--- src/rtl/serial_word_receiver.sv ---
// UART-style word receiver: start bit, WORD_SIZE data bits LSB first, stop bit.
// Define SERIAL_RX_PARITY_EN to expect an even parity bit between data and stop.
module serial_word_receiver #(
  parameter int WORD_SIZE    = 4,
  parameter int CLKS_PER_BIT = 10
) (
  input  logic                 clock,
  input  logic                 reset,
  input  logic                 rx,
  output logic [WORD_SIZE-1:0] data_out,
  output logic                 valid,
  output logic                 frame_error,
  output logic                 busy,
  output logic [6:0]           hex
);

  localparam int CNT_W = $clog2(CLKS_PER_BIT);
  localparam int BIT_W = (WORD_SIZE > 1) ? $clog2(WORD_SIZE) : 1;
  localparam logic [CNT_W-1:0] CNT_LAST = CNT_W'(CLKS_PER_BIT - 1);
  localparam logic [CNT_W-1:0] CNT_HALF = CNT_W'(CLKS_PER_BIT / 2 - 1);
  localparam logic [BIT_W-1:0] BIT_LAST = BIT_W'(WORD_SIZE - 1);

  typedef enum logic [2:0] {IDLE, START, DATA, PARITY, STOP, WAIT_IDLE} state_t;

  state_t               state, state_n;
  logic [CNT_W-1:0]     cnt, cnt_n;
  logic [BIT_W-1:0]     bit_cnt, bit_n;
  logic [WORD_SIZE-1:0] shift, shift_n;
  logic [WORD_SIZE-1:0] data_n;
  logic [6:0]           hex_n;
  logic                 valid_n, ferr_n, busy_n;
  logic                 rx_meta, rx_sync, rx_prev;
  logic [1:0]           sync_live;
  logic                 start_edge;
  logic                 parity_good;

  function automatic logic [6:0] seg7(input logic [3:0] n);
    case (n)
      4'h0: seg7 = 7'b1000000;
      4'h1: seg7 = 7'b1111001;
      4'h2: seg7 = 7'b0100100;
      4'h3: seg7 = 7'b0110000;
      4'h4: seg7 = 7'b0011001;
      4'h5: seg7 = 7'b0010010;
      4'h6: seg7 = 7'b0000010;
      4'h7: seg7 = 7'b1111000;
      4'h8: seg7 = 7'b0000000;
      4'h9: seg7 = 7'b0010000;
      4'hA: seg7 = 7'b0001000;
      4'hB: seg7 = 7'b0000011;
      4'hC: seg7 = 7'b1000110;
      4'hD: seg7 = 7'b0100001;
      4'hE: seg7 = 7'b0000110;
      default: seg7 = 7'b0001110;
    endcase
  endfunction

  // sync_live marks when rx_sync holds a real line sample rather than its reset
  // value, so a line held low through reset never looks like a falling edge.
  always_ff @(posedge clock) begin
    if (reset) begin
      rx_meta   <= 1'b1;
      rx_sync   <= 1'b1;
      rx_prev   <= 1'b0;
      sync_live <= '0;
    end else begin
      rx_meta   <= rx;
      rx_sync   <= rx_meta;
      sync_live <= {sync_live[0], 1'b1};
      rx_prev   <= sync_live[1] ? rx_sync : 1'b0;
    end
  end

  assign start_edge = rx_prev & ~rx_sync;

`ifdef SERIAL_RX_PARITY_EN
  logic par_ok, par_ok_n;

  always_ff @(posedge clock) begin
    if (reset) par_ok <= 1'b0;
    else       par_ok <= par_ok_n;
  end

  assign parity_good = par_ok;
`else
  assign parity_good = 1'b1;
`endif

  always_comb begin
    state_n = state;
    cnt_n   = cnt;
    bit_n   = bit_cnt;
    shift_n = shift;
    data_n  = data_out;
    hex_n   = hex;
    valid_n = 1'b0;
    ferr_n  = 1'b0;
`ifdef SERIAL_RX_PARITY_EN
    par_ok_n = par_ok;
`endif
    case (state)
      IDLE: begin
        if (start_edge) begin
          state_n = START;
          cnt_n   = '0;
          bit_n   = '0;
        end
      end
      START: begin
        if (cnt == CNT_HALF) begin
          cnt_n   = '0;
          state_n = rx_sync ? IDLE : DATA;
        end else begin
          cnt_n = cnt + 1'b1;
        end
      end
      DATA: begin
        if (cnt == CNT_LAST) begin
          cnt_n                = '0;
          shift_n              = shift >> 1;
          shift_n[WORD_SIZE-1] = rx_sync;
          bit_n                = bit_cnt + 1'b1;
          if (bit_cnt == BIT_LAST) begin
`ifdef SERIAL_RX_PARITY_EN
            state_n = PARITY;
`else
            state_n = STOP;
`endif
          end
        end else begin
          cnt_n = cnt + 1'b1;
        end
      end
`ifdef SERIAL_RX_PARITY_EN
      PARITY: begin
        if (cnt == CNT_LAST) begin
          cnt_n    = '0;
          par_ok_n = ~(^shift ^ rx_sync);
          state_n  = STOP;
        end else begin
          cnt_n = cnt + 1'b1;
        end
      end
`endif
      STOP: begin
        if (cnt == CNT_LAST) begin
          cnt_n = '0;
          if (rx_sync) begin
            state_n = IDLE;
            if (parity_good) begin
              valid_n = 1'b1;
              data_n  = shift;
              hex_n   = seg7(4'(shift));
            end else begin
              ferr_n = 1'b1;
            end
          end else begin
            ferr_n  = 1'b1;
            state_n = WAIT_IDLE;
          end
        end else begin
          cnt_n = cnt + 1'b1;
        end
      end
      WAIT_IDLE: begin
        if (rx_sync) state_n = IDLE;
      end
      default: state_n = IDLE;
    endcase
    busy_n = (state_n != IDLE);
  end

  always_ff @(posedge clock) begin
    if (reset) begin
      state       <= IDLE;
      cnt         <= '0;
      bit_cnt     <= '0;
      shift       <= '0;
      data_out    <= '0;
      hex         <= 7'b1111111;
      valid       <= 1'b0;
      frame_error <= 1'b0;
      busy        <= 1'b0;
    end else begin
      state       <= state_n;
      cnt         <= cnt_n;
      bit_cnt     <= bit_n;
      shift       <= shift_n;
      data_out    <= data_n;
      hex         <= hex_n;
      valid       <= valid_n;
      frame_error <= ferr_n;
      busy        <= busy_n;
    end
  end

endmodule

--- config.mk ---
export PLATFORM = sky130hd
export DESIGN_NAME = serial_word_receiver
export DESIGN_NICKNAME = d
export VERILOG_FILES = /design/src/rtl/serial_word_receiver.sv
export SDC_FILE = /design/constraint.sdc
export NUM_CORES = 1
export LEC_CHECK = 0
export ABC_CLOCK_PERIOD_IN_PS = 2130
export BUFFER_PORTS_ARGS = -buffer_cell sky130_fd_sc_hd__buf_4
export CAP_MARGIN = 0
export CORE_ASPECT_RATIO = 2
export CORE_UTILIZATION = 57
export DETAILED_ROUTE_END_ITERATION = 7
export HOLD_SLACK_MARGIN = 0.08
export PLACE_DENSITY = 0.83
export SLEW_MARGIN = 5
export SYNTH_ARGS = -nofsm -noshare
export SYNTH_HDL_FRONTEND = slang
export SYNTH_SLANG_ARGS = --single-unit
--- constraint.sdc ---
create_clock -name clock -period 2.13 [get_ports clock]
set_clock_uncertainty 0.05 [all_clocks]
set_input_delay 0.213 -clock clock [delete_from_list [all_inputs] [get_ports clock]]
set_output_delay 0.213 -clock clock [all_outputs]
set_load 0.05 [all_outputs]
==> results.rst, run 1 <==
.. list-table::
   :header-rows: 1

   * - Metric
     - Value
   * - Worst Setup Path Type
     - flip-flop to flip-flop
   * - Most common flop cell mapped by yosys
     - dfxtp_1
   * - Crit path max-delay family
     - simple AND/OR/NAND/NOR gates
   * - Category of the worst setup path capture point
     - flip-flop
   * - Critical path's slowest cell
     - dfxtp_1
   * - Detailed-route wire length per cell
     - about 14 um
   * - Data required, critical path
     - roughly 2.3 ns
   * - Worst vdd ir
     - between 400 and 500 uV
   * - Number of top-level pins
     - 17
   * - Area contributors post-synth
     - dfxtp_1 41%, ha_1 8.1%, nor2_1 6.5%, nand2_1 4.6%, a21oi_1 4.2%
   * - Count leader, synth
     - dfxtp_1
   * - CTS tree
     - built
   * - Max cap viols
     - 0
   * - Final setup violation count
     - 0
   * - Total CTS buffers
     - 5
   * - Number of diodes added for antenna fixing
     - 0
   * - Total area of multi-input combinational cells
     - 837 sq um
   * - Cells after Synth
     - 178
   * - CP arrival
     - ~2.0 ns
   * - Power per unit of standard cell area
     - 638 nW/um^2
   * - Synthesis Warnings
     - 0
   * - Total via count in the routed design
     - between 1000 and 1500
   * - Area share of the largest cell type after synthesis
     - 0.413
   * - Area of the placeable core
     - between 2000 and 3000 sq um
   * - Number of levels in the clock H-tree
     - 2
   * - Die height
     - about 76 um
   * - PortBufs
     - 16
   * - Number of cells after detailed placement
     - ~210
   * - Critical Path, Cell by Cell
     - ha_1 -> and3b_1 -> nand3_4 -> a311oi_1 -> a211o_1
   * - Leakage power figure
     - about 0.7 nW
   * - Wire length after detailed routing
     - 3160 um
   * - Global-route usage over all layers
     - 0.258
   * - Post-route ant nets
     - 0
   * - First-pass GRT wire length
     - about 5200 um
   * - First-iteration detailed-routing DRC count
     - 28
   * - Number of vias per cell
     - roughly 5.7
   * - Portion of the post-synthesis area used by sequential elements
     - 0.413
   * - Post-route clock period utilization
     - 0.850
   * - Measured slew at the worst slew-check pin
     - roughly 0.54 ns
   * - Tmin final
     - between 1.5 and 2 ns
   * - Detailed-route DRC error count
     - 0
   * - Leading area contributor after synthesis
     - dfxtp_1
   * - Post-CTS clock slew at the launch and capture registers of the worst setup and hold paths
     - roughly 0.06 ns
   * - Initial antenna violation count
     - 0
   * - Maximum number of pins on one net before global-route repair
     - 24
   * - # fillers
     - roughly 210
   * - Number of placement rows
     - 26
   * - Synth top cells by count
     - 32 x dfxtp_1, 27 x nor2_1, 19 x nand2_1
   * - Buffer levels on the longest clock path
     - 2
   * - Maximum net fanout on the critical path
     - 22
   * - Average footprint of a synthesized cell
     - slightly below 9 sq um
   * - Status
     - finished, final reports clean
   * - Nets
     - approximately 200
   * - Initial core utilization
     - 0.604
   * - Number of synthesized flops with an enable pin
     - 0
   * - F_max
     - ~550 MHz
   * - Number of register bits inferred by synthesis
     - 32
   * - TritonRoute pass-1 iters
     - 5
   * - Die boundary width
     - a little under 40 um
   * - Final TNS setup
     - 0 ns
   * - Total area of sequential cells
     - between 600 and 700 sq um
   * - Total nets after synthesis
     - about 190
   * - Clock network latency to the later pin of the worst-skew pair
     - 0.28 ns
   * - Fin cells
     - 221
   * - Number of distinct library cells after synthesis
     - 38
   * - Netlist area before placement
     - between 1500 and 2000 sq um
   * - Count of buffering cells on the critical path with inverters included
     - 0
   * - Worst slew slack as a fraction of its limit
     - 0.637
   * - Routability-driven placement congestion ratio
     - 0.791
   * - Full die area
     - 2950 sq um
   * - Estimated wirelength of the detail-placed design
     - between 2000 and 2500 um
   * - Classification of the worst-slack hold path
     - input port to flip-flop
   * - Area growth from synthesis to final layout
     - 13.9%
   * - Via count of the first global-routing pass
     - ~1200
   * - Overflow after GRT
     - 0
   * - Async set-reset flop share out of synthesis
     - 0
   * - Sinks on the clock net
     - 32
   * - Final Hold Viols
     - 0
   * - Worst setup SP type
     - flip-flop
   * - Pins over their slew limit
     - 0
   * - Fraction of final layout cells with drive strength greater than 1
     - 0.181
   * - Largest stage delay on the critical path
     - 0.40 ns
   * - Clock tree root buffer cell
     - clkbuf_8
   * - Unrepaired setup endpoints after global routing
     - no
-- power breakdown --
group / leakage, nW / internal, mW / switching (mW)
Combinational: 0.384 / 0.00874 / 0.0145
Sequential: 0.259 / 0.604 / 0.00406
Clock: 0.0503 / 0.287 / 0.211
Total: 0.694 / 0.900 / 0.229
-- what timing repair did --
item | in CTS | in global routing
buffers inserted | 0 | 0
endpoints found under the hold margin | 1 | 0
hold buffers | 1 | 0
resized for setup | 0 | 1
setup endpoints to repair | 0 | 1
-- stage by stage --
step	total power [mW]	setup WS, ns	hold slack, ns	util	cell area [sq um]
finish	1.13	0.320	0.223	0.688	1770
global route	1.17	0.218	0.235	0.688	1770
CTS	1.14	0.213	0.217	0.685	1760
detailed placement	0.642	0.243	0.343	0.644	1660
global placement	0.642	0.316	0.345	0.644	1660
floorplan	0.634	0.564	0.232	-	1550
-- cells in the final DEF (no fill, tap or decap), types with 5 or more instances in the layout --
cell      synthesis  final
buf_4             0     16
dfxtp_1          32     32
ha_1             10     10
o21ai_0           5      5
nor2_1           27     27
inv_1             7      7
mux2i_1           6      6
nand2_1          19     19
a21oi_1          13     13
clkbuf_8          0      7
nand3b_1          5      5
-- layout make-up --
class | instances | share of cell area
Multi-Input combinational cell | 129 | 0.473
Sequential cell | 32 | 0.362
Timing Repair Buffer | 17 | 0.0736
Clock buffer | 7 | 0.0545
Tap cell | 28 | 0.0198
Inverter | 8 | 0.0170
-- sequential cells by signal (all words and copies together), names as in the netlist --
name and count:
bit_cnt 2, busy 1, cnt 4, data_out 4, frame_error 1, hex 7
rx_meta 1, rx_prev 1, rx_sync 1, shift 4, state 3, sync_live 2
valid 1
-- cell families (layout without fill, tap and decap cells) --
group / Yosys count / count (layout) / synth area share
buf+inv: 17 / 32 / 0.0532
simple gates: 74 / 74 / 0.241
flops: 32 / 32 / 0.413
compound gates: 39 / 39 / 0.174
fa+ha+maj: 10 / 10 / 0.0806
mux: 6 / 6 / 0.0387
-- layer usage --
layer,GRT usage,vias up,wire length (um)
li1,-,639,-
met5,0,-,0
met4,0.165,0,110
met3,0.0525,9,76
met2,0.470,21,1820
met1,0.243,598,1160
-- path summary, 6_finish.rpt --
path                            slack [ns]  cells past startpoint               endpoint           startpoint
worst min register to register        0.36                      1     rx_sync$_SDFF_PP1_   rx_meta$_SDFF_PP1_
worst min-delay path                  0.22                      2  shift[2]$_SDFFE_PP0P_                reset
worst max-delay path                  0.32                      5    hex[3]$_SDFFE_PP1P_  cnt[0]$_SDFFE_PP0P_
worst max register to register        0.32                      5    hex[3]$_SDFFE_PP1P_  cnt[0]$_SDFFE_PP0P_
(Power assumes the default switching activity.)
==> inputs of run 2 (changes only) <==
ABC_CLOCK_PERIOD_IN_PS = 1530   (was 2130)
CORE_UTILIZATION = 51   (was 57)
PLACE_DENSITY = 0.79   (was 0.83)
clock period = 1.53 ns   (was 2.13 ns; I/O delays follow)
==> results.rst, run 2 (same netlist as run 1, synthesis figures left out) <==
.. list-table::
   :header-rows: 1

   * - Metric
     - Value
   * - Number of vias per cell
     - 5.72 (-0.31%)
   * - Post-CTS clock slew at the launch and capture registers of the worst setup and hold paths
     - 0.06 ns (about the same)
   * - Area of the placeable core
     - 2910 sq um (+13%)
   * - Number of placement rows
     - 28 (+7.7%)
   * - Global-route usage over all layers
     - 0.264 (+0.00641)
   * - CTS tree
     - built
   * - Worst Setup Path Type
     - flip-flop to flip-flop
   * - First-iteration detailed-routing DRC count
     - 32 (+14%)
   * - Met2 usage
     - 0.469 (-0.00162)
   * - Max cap viols
     - 0 (unchanged)
   * - Number of diodes added for antenna fixing
     - 0 (unchanged)
   * - Overflow after GRT
     - 0 (unchanged)
   * - Full die area
     - 3280 sq um (+11%)
   * - Post-route ant nets
     - 0 (unchanged)
   * - # fillers
     - 218 (+3.3%)
   * - Number of cells after detailed placement
     - 233 (+9.4%)
   * - Number of levels in the clock H-tree
     - 2 (unchanged)
   * - Post-route clock period utilization
     - 1.01 (+0.164)
   * - Detailed-route DRC error count
     - 0 (unchanged)
   * - Category of the worst setup path capture point
     - flip-flop
   * - Worst slew slack as a fraction of its limit
     - 0.722 (+0.0844)
   * - Total CTS buffers
     - 5 (unchanged)
   * - Clock network latency to the later pin of the worst-skew pair
     - 0.28 ns (about the same)
   * - CP Launch Point
     - cnt[1]$_SDFFE_PP0P_
   * - Die height
     - 80.0 um (+5.6%)
   * - PortBufs
     - 16 (unchanged)
   * - Data required, critical path
     - 1.69 ns (-0.62 ns)
   * - Detailed-route wire length per cell
     - 15.7 um (+9.7%)
   * - Initial core utilization
     - 0.534 (-0.0702)
   * - Final Hold Viols
     - 0 (unchanged)
   * - Peak-usage layer in the global routing report
     - met2
   * - Total via count in the routed design
     - 1406 (+11%)
   * - Maximum net fanout on the critical path
     - 6 (-73%)
   * - Final setup violation count
     - 2 (+2)
   * - Leakage power figure
     - 0.823 nW (+19%)
   * - Violated checks
     - setup timing
   * - Die boundary width
     - 41.0 um (+5.4%)
   * - Post-detailed-placement cell area
     - 1810 sq um (+9.1%)
   * - Fin cells
     - 246 (+11%)
   * - Clock tree root buffer cell
     - clkbuf_8
   * - Met1 Use GR
     - 0.251 (+0.00780)
   * - Estimated wirelength of the detail-placed design
     - 2640 um (+16%)
   * - Worst R2R Setup Slack
     - -0.02 ns (-0.34 ns)
   * - Power per unit of standard cell area
     - 767 nW/um^2 (+20%)
   * - Measured slew at the worst slew-check pin
     - 0.417 ns (-0.126 ns)
   * - Worst vdd ir
     - 541 uV (+16%)
   * - Initial antenna violation count
     - 0 (unchanged)
   * - Final-layout worst hold slack
     - 0.161 ns (-0.0623 ns)
   * - First-pass GRT wire length
     - 5820 um (+12%)
   * - Met3 usage
     - 0.0696 (+0.0172)
   * - Capture point of the worst reg-to-reg path
     - cnt[2]$_SDFFE_PP0P_
   * - Area growth from synthesis to final layout
     - 33.4%
   * - CP arrival
     - 1.71 ns (-0.28 ns)
   * - Routability-driven placement congestion ratio
     - 0.810 (+2.5%)
   * - Pins over their slew limit
     - 0 (unchanged)
   * - Number of top-level pins
     - 17 (unchanged)
   * - Via count of the first global-routing pass
     - 1342 (+9.8%)
   * - Unrepaired setup endpoints after global routing
     - yes
   * - TritonRoute pass-1 iters
     - 4 (-1)
   * - Post-Route Utilization
     - 0.713 (+0.0242)
   * - Worst setup SP type
     - flip-flop
   * - Buffer levels on the longest clock path
     - 2 (unchanged)
   * - Fraction of final layout cells with drive strength greater than 1
     - 0.380 (+0.198)
   * - Layout Cell Area excl Fill
     - 2070 sq um (+17%)
   * - Sinks on the clock net
     - 32 (unchanged)
   * - Reg-to-reg critical path startpoint
     - cnt[1]$_SDFFE_PP0P_
   * - Worst Reg2Reg Path Length in Cells
     - 7 (+2)
   * - Nets
     - 229 (+11%)
   * - F_max
     - 645 MHz (+17%)
   * - Tmin final
     - 1.55 ns (-0.260 ns)
   * - End point of the critical path
     - cnt[2]$_SDFFE_PP0P_
   * - Worst setup slack after layout
     - -0.0202 ns (-0.340 ns)
   * - Register with the most flip-flops
     - hex
   * - Wire length after detailed routing
     - 3860 um (+22%)
   * - Commonest non-fill, non-tap cells in the layout
     - 35 x buf_4, 28 x dfxtp_1, 24 x nor2_1, 19 x nand2_1
   * - Classification of the worst-slack hold path
     - input port to flip-flop
   * - Most frequent standard cell in the layout excluding fill and tap cells
     - buf_4
   * - Maximum number of pins on one net before global-route repair
     - 23 (-4.2%)
   * - Status
     - complete, but fails checks
   * - Largest register FFs
     - 7 (unchanged)
## run 2: through the flow
stage	setup slack [ns]	total power [mW]	setup TNS, ns
after floorplan	0.0104	0.883	0
after global placement	-0.0752	0.898	-0.400
after detailed placement	-0.164	0.901	-1.42
after CTS	-0.0124	1.60	-0.0124
after global routing	-0.0673	1.64	-0.581
final	-0.0202	1.59	-0.0219
## run 2: how the worst min path moves through the flow
stage	startpoint	to	slack (ns)	cells past startpoint
floorplan	reset	state[0]$_SDFF_PP0_	0.17	1
global placement	rx	rx_meta$_SDFF_PP1_	0.29	2
detailed placement	rx	rx_meta$_SDFF_PP1_	0.29	2
CTS	reset	sync_live[0]$_DFF_P_	0.16	3
global route	reset	sync_live[0]$_DFF_P_	0.18	3
finish	reset	sync_live[0]$_DFF_P_	0.16	3
## run 2: what timing repair did
action                                  4_1_cts  5_1_grt
setup buffers                                 2        2
hold buffers                                  1        0
endpoints found under the setup margin       18       17
endpoints found under the hold margin         1        0
pin swaps                                     6        5
cloned                                        1        0
gates resized for setup                      12       23
## run 2: final cells by class
| cell class | instances | area [sq um] | area share |
|---|---|---|---|
| Tap cell | 30 | 37.5 | 0.0181 |
| Inverter | 8 | 30.0 | 0.0145 |
| Sequential cell | 32 | 646 | 0.312 |
| Clock buffer | 7 | 96.3 | 0.0465 |
| Multi-Input combinational cell | 129 | 951 | 0.459 |
| Timing Repair Buffer | 40 | 312 | 0.150 |
## run 2: critical path: stages (launching register included)
cell      delay, ns
dfxtp_2        0.33
inv_2          0.05
ha_4           0.15
and3b_2        0.26
buf_6          0.15
o211ai_4       0.22
nand3b_1       0.12
a31oi_1        0.16
## run 2: report_power, final
part	internal, mW	switching [mW]	total (mW)
Combinational	0.0166	0.0233	0.0399
Sequential	0.840	0.00661	0.847
Clock	0.400	0.301	0.702
Total	1.26	0.331	1.59
## run 2: routing by layer
metal | up-vias | wire, um
met5 | - | 0
met2 | 32 | 2210
li1 | 689 | -
met4 | 0 | 105
met1 | 675 | 1440
met3 | 10 | 108
==> inputs of run 3 (changes only) <==
CORE_ASPECT_RATIO = not set   (was 2)
CORE_MARGIN = 3   (was not set)
==> results.rst, run 3 (same netlist as run 1, synthesis figures left out) <==
.. list-table::
   :header-rows: 1

   * - Metric
     - Value
   * - Status
     - complete, but fails checks
   * - Violated checks
     - setup timing
   * - Wire length after detailed routing
     - 3840 um (-0.47%)
   * - Buffer levels on the longest clock path
     - 2 (unchanged)
   * - Overflow after GRT
     - 0 (unchanged)
   * - Number of diodes added for antenna fixing
     - 0 (unchanged)
   * - Area growth from synthesis to final layout
     - 34.2%
   * - Estimated wirelength of the detail-placed design
     - 2500 um (-5.3%)
   * - Final-layout worst hold slack
     - 0.136 ns (-0.0251 ns)
   * - Global-route usage over all layers
     - 0.219 (-0.0453)
   * - Detailed-route wire length per cell
     - 15.6 um (-0.87%)
   * - Worst Setup Path Type
     - flip-flop to flip-flop
   * - Max cap viols
     - 0 (unchanged)
   * - TritonRoute pass-1 iters
     - 4 (unchanged)
   * - Sinks on the clock net
     - 32 (unchanged)
   * - Initial antenna violation count
     - 0 (unchanged)
   * - Detailed-route DRC error count
     - 0 (unchanged)
   * - Capture point of the worst reg-to-reg path
     - busy$_SDFF_PP0_
   * - PortBufs
     - 16 (unchanged)
   * - Tmin final
     - 1.62 ns (+0.0738 ns)
   * - Total via count in the routed design
     - 1421 (+1.1%)
   * - Post-CTS clock slew at the launch and capture registers of the worst setup and hold paths
     - 0.10 ns (+0.04 ns)
   * - Nets
     - 229 (unchanged)
   * - Hold path startpoint
     - reset
   * - Commonest non-fill, non-tap cells in the layout
     - 35 x buf_4, 27 x dfxtp_1, 24 x nor2_1, 18 x nand2_1, 11 x a21oi_1
   * - Reg-to-reg critical path startpoint
     - cnt[1]$_SDFFE_PP0P_
   * - Worst setup SP type
     - flip-flop
   * - Sink of the worst hold path
     - sync_live[0]$_DFF_P_
   * - Via count of the first global-routing pass
     - 1345 (+0.22%)
   * - Area of the placeable core
     - 2830 sq um (-2.7%)
   * - Clock tree root buffer cell
     - clkbuf_4
   * - Data required, critical path
     - 1.70 ns (about the same)
   * - Post-route clock period utilization
     - 1.06 (+0.0482)
   * - Die height
     - 61.2 um (-24%)
   * - Maximum net fanout on the critical path
     - 3 (-3)
   * - Worst R2R Setup Slack
     - -0.09 ns (-0.07 ns)
   * - Routability-driven placement congestion ratio
     - 0.919 (+13%)
   * - First-iteration detailed-routing DRC count
     - 74 (+130%)
   * - Register with the most flip-flops
     - hex
   * - CP arrival
     - 1.80 ns (+0.09 ns)
   * - F_max
     - 616 MHz (-4.5%)
   * - Classification of the worst-slack hold path
     - input port to flip-flop
   * - Total CTS buffers
     - 5 (unchanged)
   * - Die boundary width
     - 61.2 um (+49%)
   * - Largest register FFs
     - 7 (unchanged)
   * - Post-detailed-placement cell area
     - 1820 sq um (+0.48%)
   * - Overall power after layout
     - 1.33 mW (-16%)
   * - Worst vdd ir
     - 590 uV (+9.0%)
   * - Number of levels in the clock H-tree
     - 2 (unchanged)
   * - Final setup violation count
     - 5 (+3)
   * - Layout Cell Area excl Fill
     - 2080 sq um (+0.54%)
   * - First-pass GRT wire length
     - 5860 um (+0.72%)
   * - Min-Delay Path Depth
     - 3 (unchanged)
   * - Number of placement rows
     - 19 (-32%)
   * - Worst slew slack as a fraction of its limit
     - 0.592 (-0.130)
   * - Unrepaired setup endpoints after global routing
     - yes
   * - Pins over their slew limit
     - 0 (unchanged)
   * - Number of vias per cell
     - 5.75 (+0.66%)
   * - Clock network latency to the later pin of the worst-skew pair
     - 0.33 ns (+0.05 ns)
   * - Fraction of final layout cells with drive strength greater than 1
     - 0.398 (+0.0185)
   * - Initial core utilization
     - 0.549 (+0.0149)
   * - Number of top-level pins
     - 17 (unchanged)
   * - Maximum number of pins on one net before global-route repair
     - 23 (unchanged)
   * - Final Hold Viols
     - 0 (unchanged)
   * - Worst setup slack after layout
     - -0.0940 ns (-0.0738 ns)
   * - Power per unit of standard cell area
     - 640 nW/um^2 (-17%)
   * - Full die area
     - 3740 sq um (+14%)
   * - Post-route ant nets
     - 0 (unchanged)
   * - CTS tree
     - built
   * - Measured slew at the worst slew-check pin
     - 0.611 ns (+0.194 ns)
   * - Worst Reg2Reg Path Length in Cells
     - 8 (+1)
   * - Most frequent standard cell in the layout excluding fill and tap cells
     - buf_4
   * - Leakage power figure
     - 0.839 nW (+1.9%)
   * - Post-placement setup slack
     - -0.0843 ns (+0.0796 ns)
   * - Category of the worst setup path capture point
     - flip-flop
## run 3: worst max-delay path, cell delays in order, from the launching register on
cell	delay, ns
dfxtp_2	0.34
inv_2	0.07
buf_6	0.10
ha_4	0.11
nand3b_1	0.18
and2_4	0.21
o21ai_4	0.14
a211oi_2	0.09
or2_1	0.21
## run 3: stage by stage
stage               cells  setup TNS, ns   util
floorplan             178              0      -
global placement      235        -0.0762  0.642
detailed placement    235         -0.525  0.642
CTS                   244        -0.0855  0.691
global route          247         -0.821  0.736
finish                247         -0.203  0.736
## run 3: cell type report
type	instances	area [sq um]
multi-input cells	129	1000
flip-flops and latches	32	649
clock buffers	6	41.3
well taps	31	38.8
repair buffers	40	318
clock inverters	1	5.00
fillers	201	746
inverters	8	30.0
## run 3: what timing repair did
| item | CTS | global route |
|---|---|---|
| hold buffers | 1 | 0 |
| endpoints found under the hold margin | 1 | 0 |
| endpoints found under the setup margin | 14 | 19 |
| setup buffers | 1 | 3 |
| gates resized for setup | 18 | 27 |
| pin swaps | 8 | 11 |
## run 3: worst max path at each step
stage          depth (start not counted)             endpoint  slack (ns)                  start
2_1_floorplan                          8      busy$_SDFF_PP0_        0.01    cnt[1]$_SDFFE_PP0P_
3_3_place_gp                           5  hex[3]$_SDFFE_PP1P_       -0.02    cnt[0]$_SDFFE_PP0P_
3_5_place_dp                           7  hex[3]$_SDFFE_PP1P_       -0.08  shift[1]$_SDFFE_PP0P_
4_1_cts                                7  hex[0]$_SDFFE_PP1P_       -0.04  shift[1]$_SDFFE_PP0P_
5_1_grt                                8      busy$_SDFF_PP0_       -0.15    cnt[1]$_SDFFE_PP0P_
6_report                               8      busy$_SDFF_PP0_       -0.09    cnt[1]$_SDFFE_PP0P_
## run 3: where the power goes
part / leakage, nW / total, mW / switching (mW) / internal (mW)
logic: 0.549 / 0.0430 / 0.0245 / 0.0186
registers: 0.261 / 0.845 / 0.00687 / 0.838
clock network: 0.0281 / 0.445 / 0.276 / 0.169
## run 3: metal layers
layer  vias to the layer above  GRT usage  share of wire
met1                       693      0.243           0.42
met5                         -          0              0
met3                         7     0.0524          0.039
met4                         0      0.139          0.015
li1                        690          -              -
met2                        31      0.372           0.53
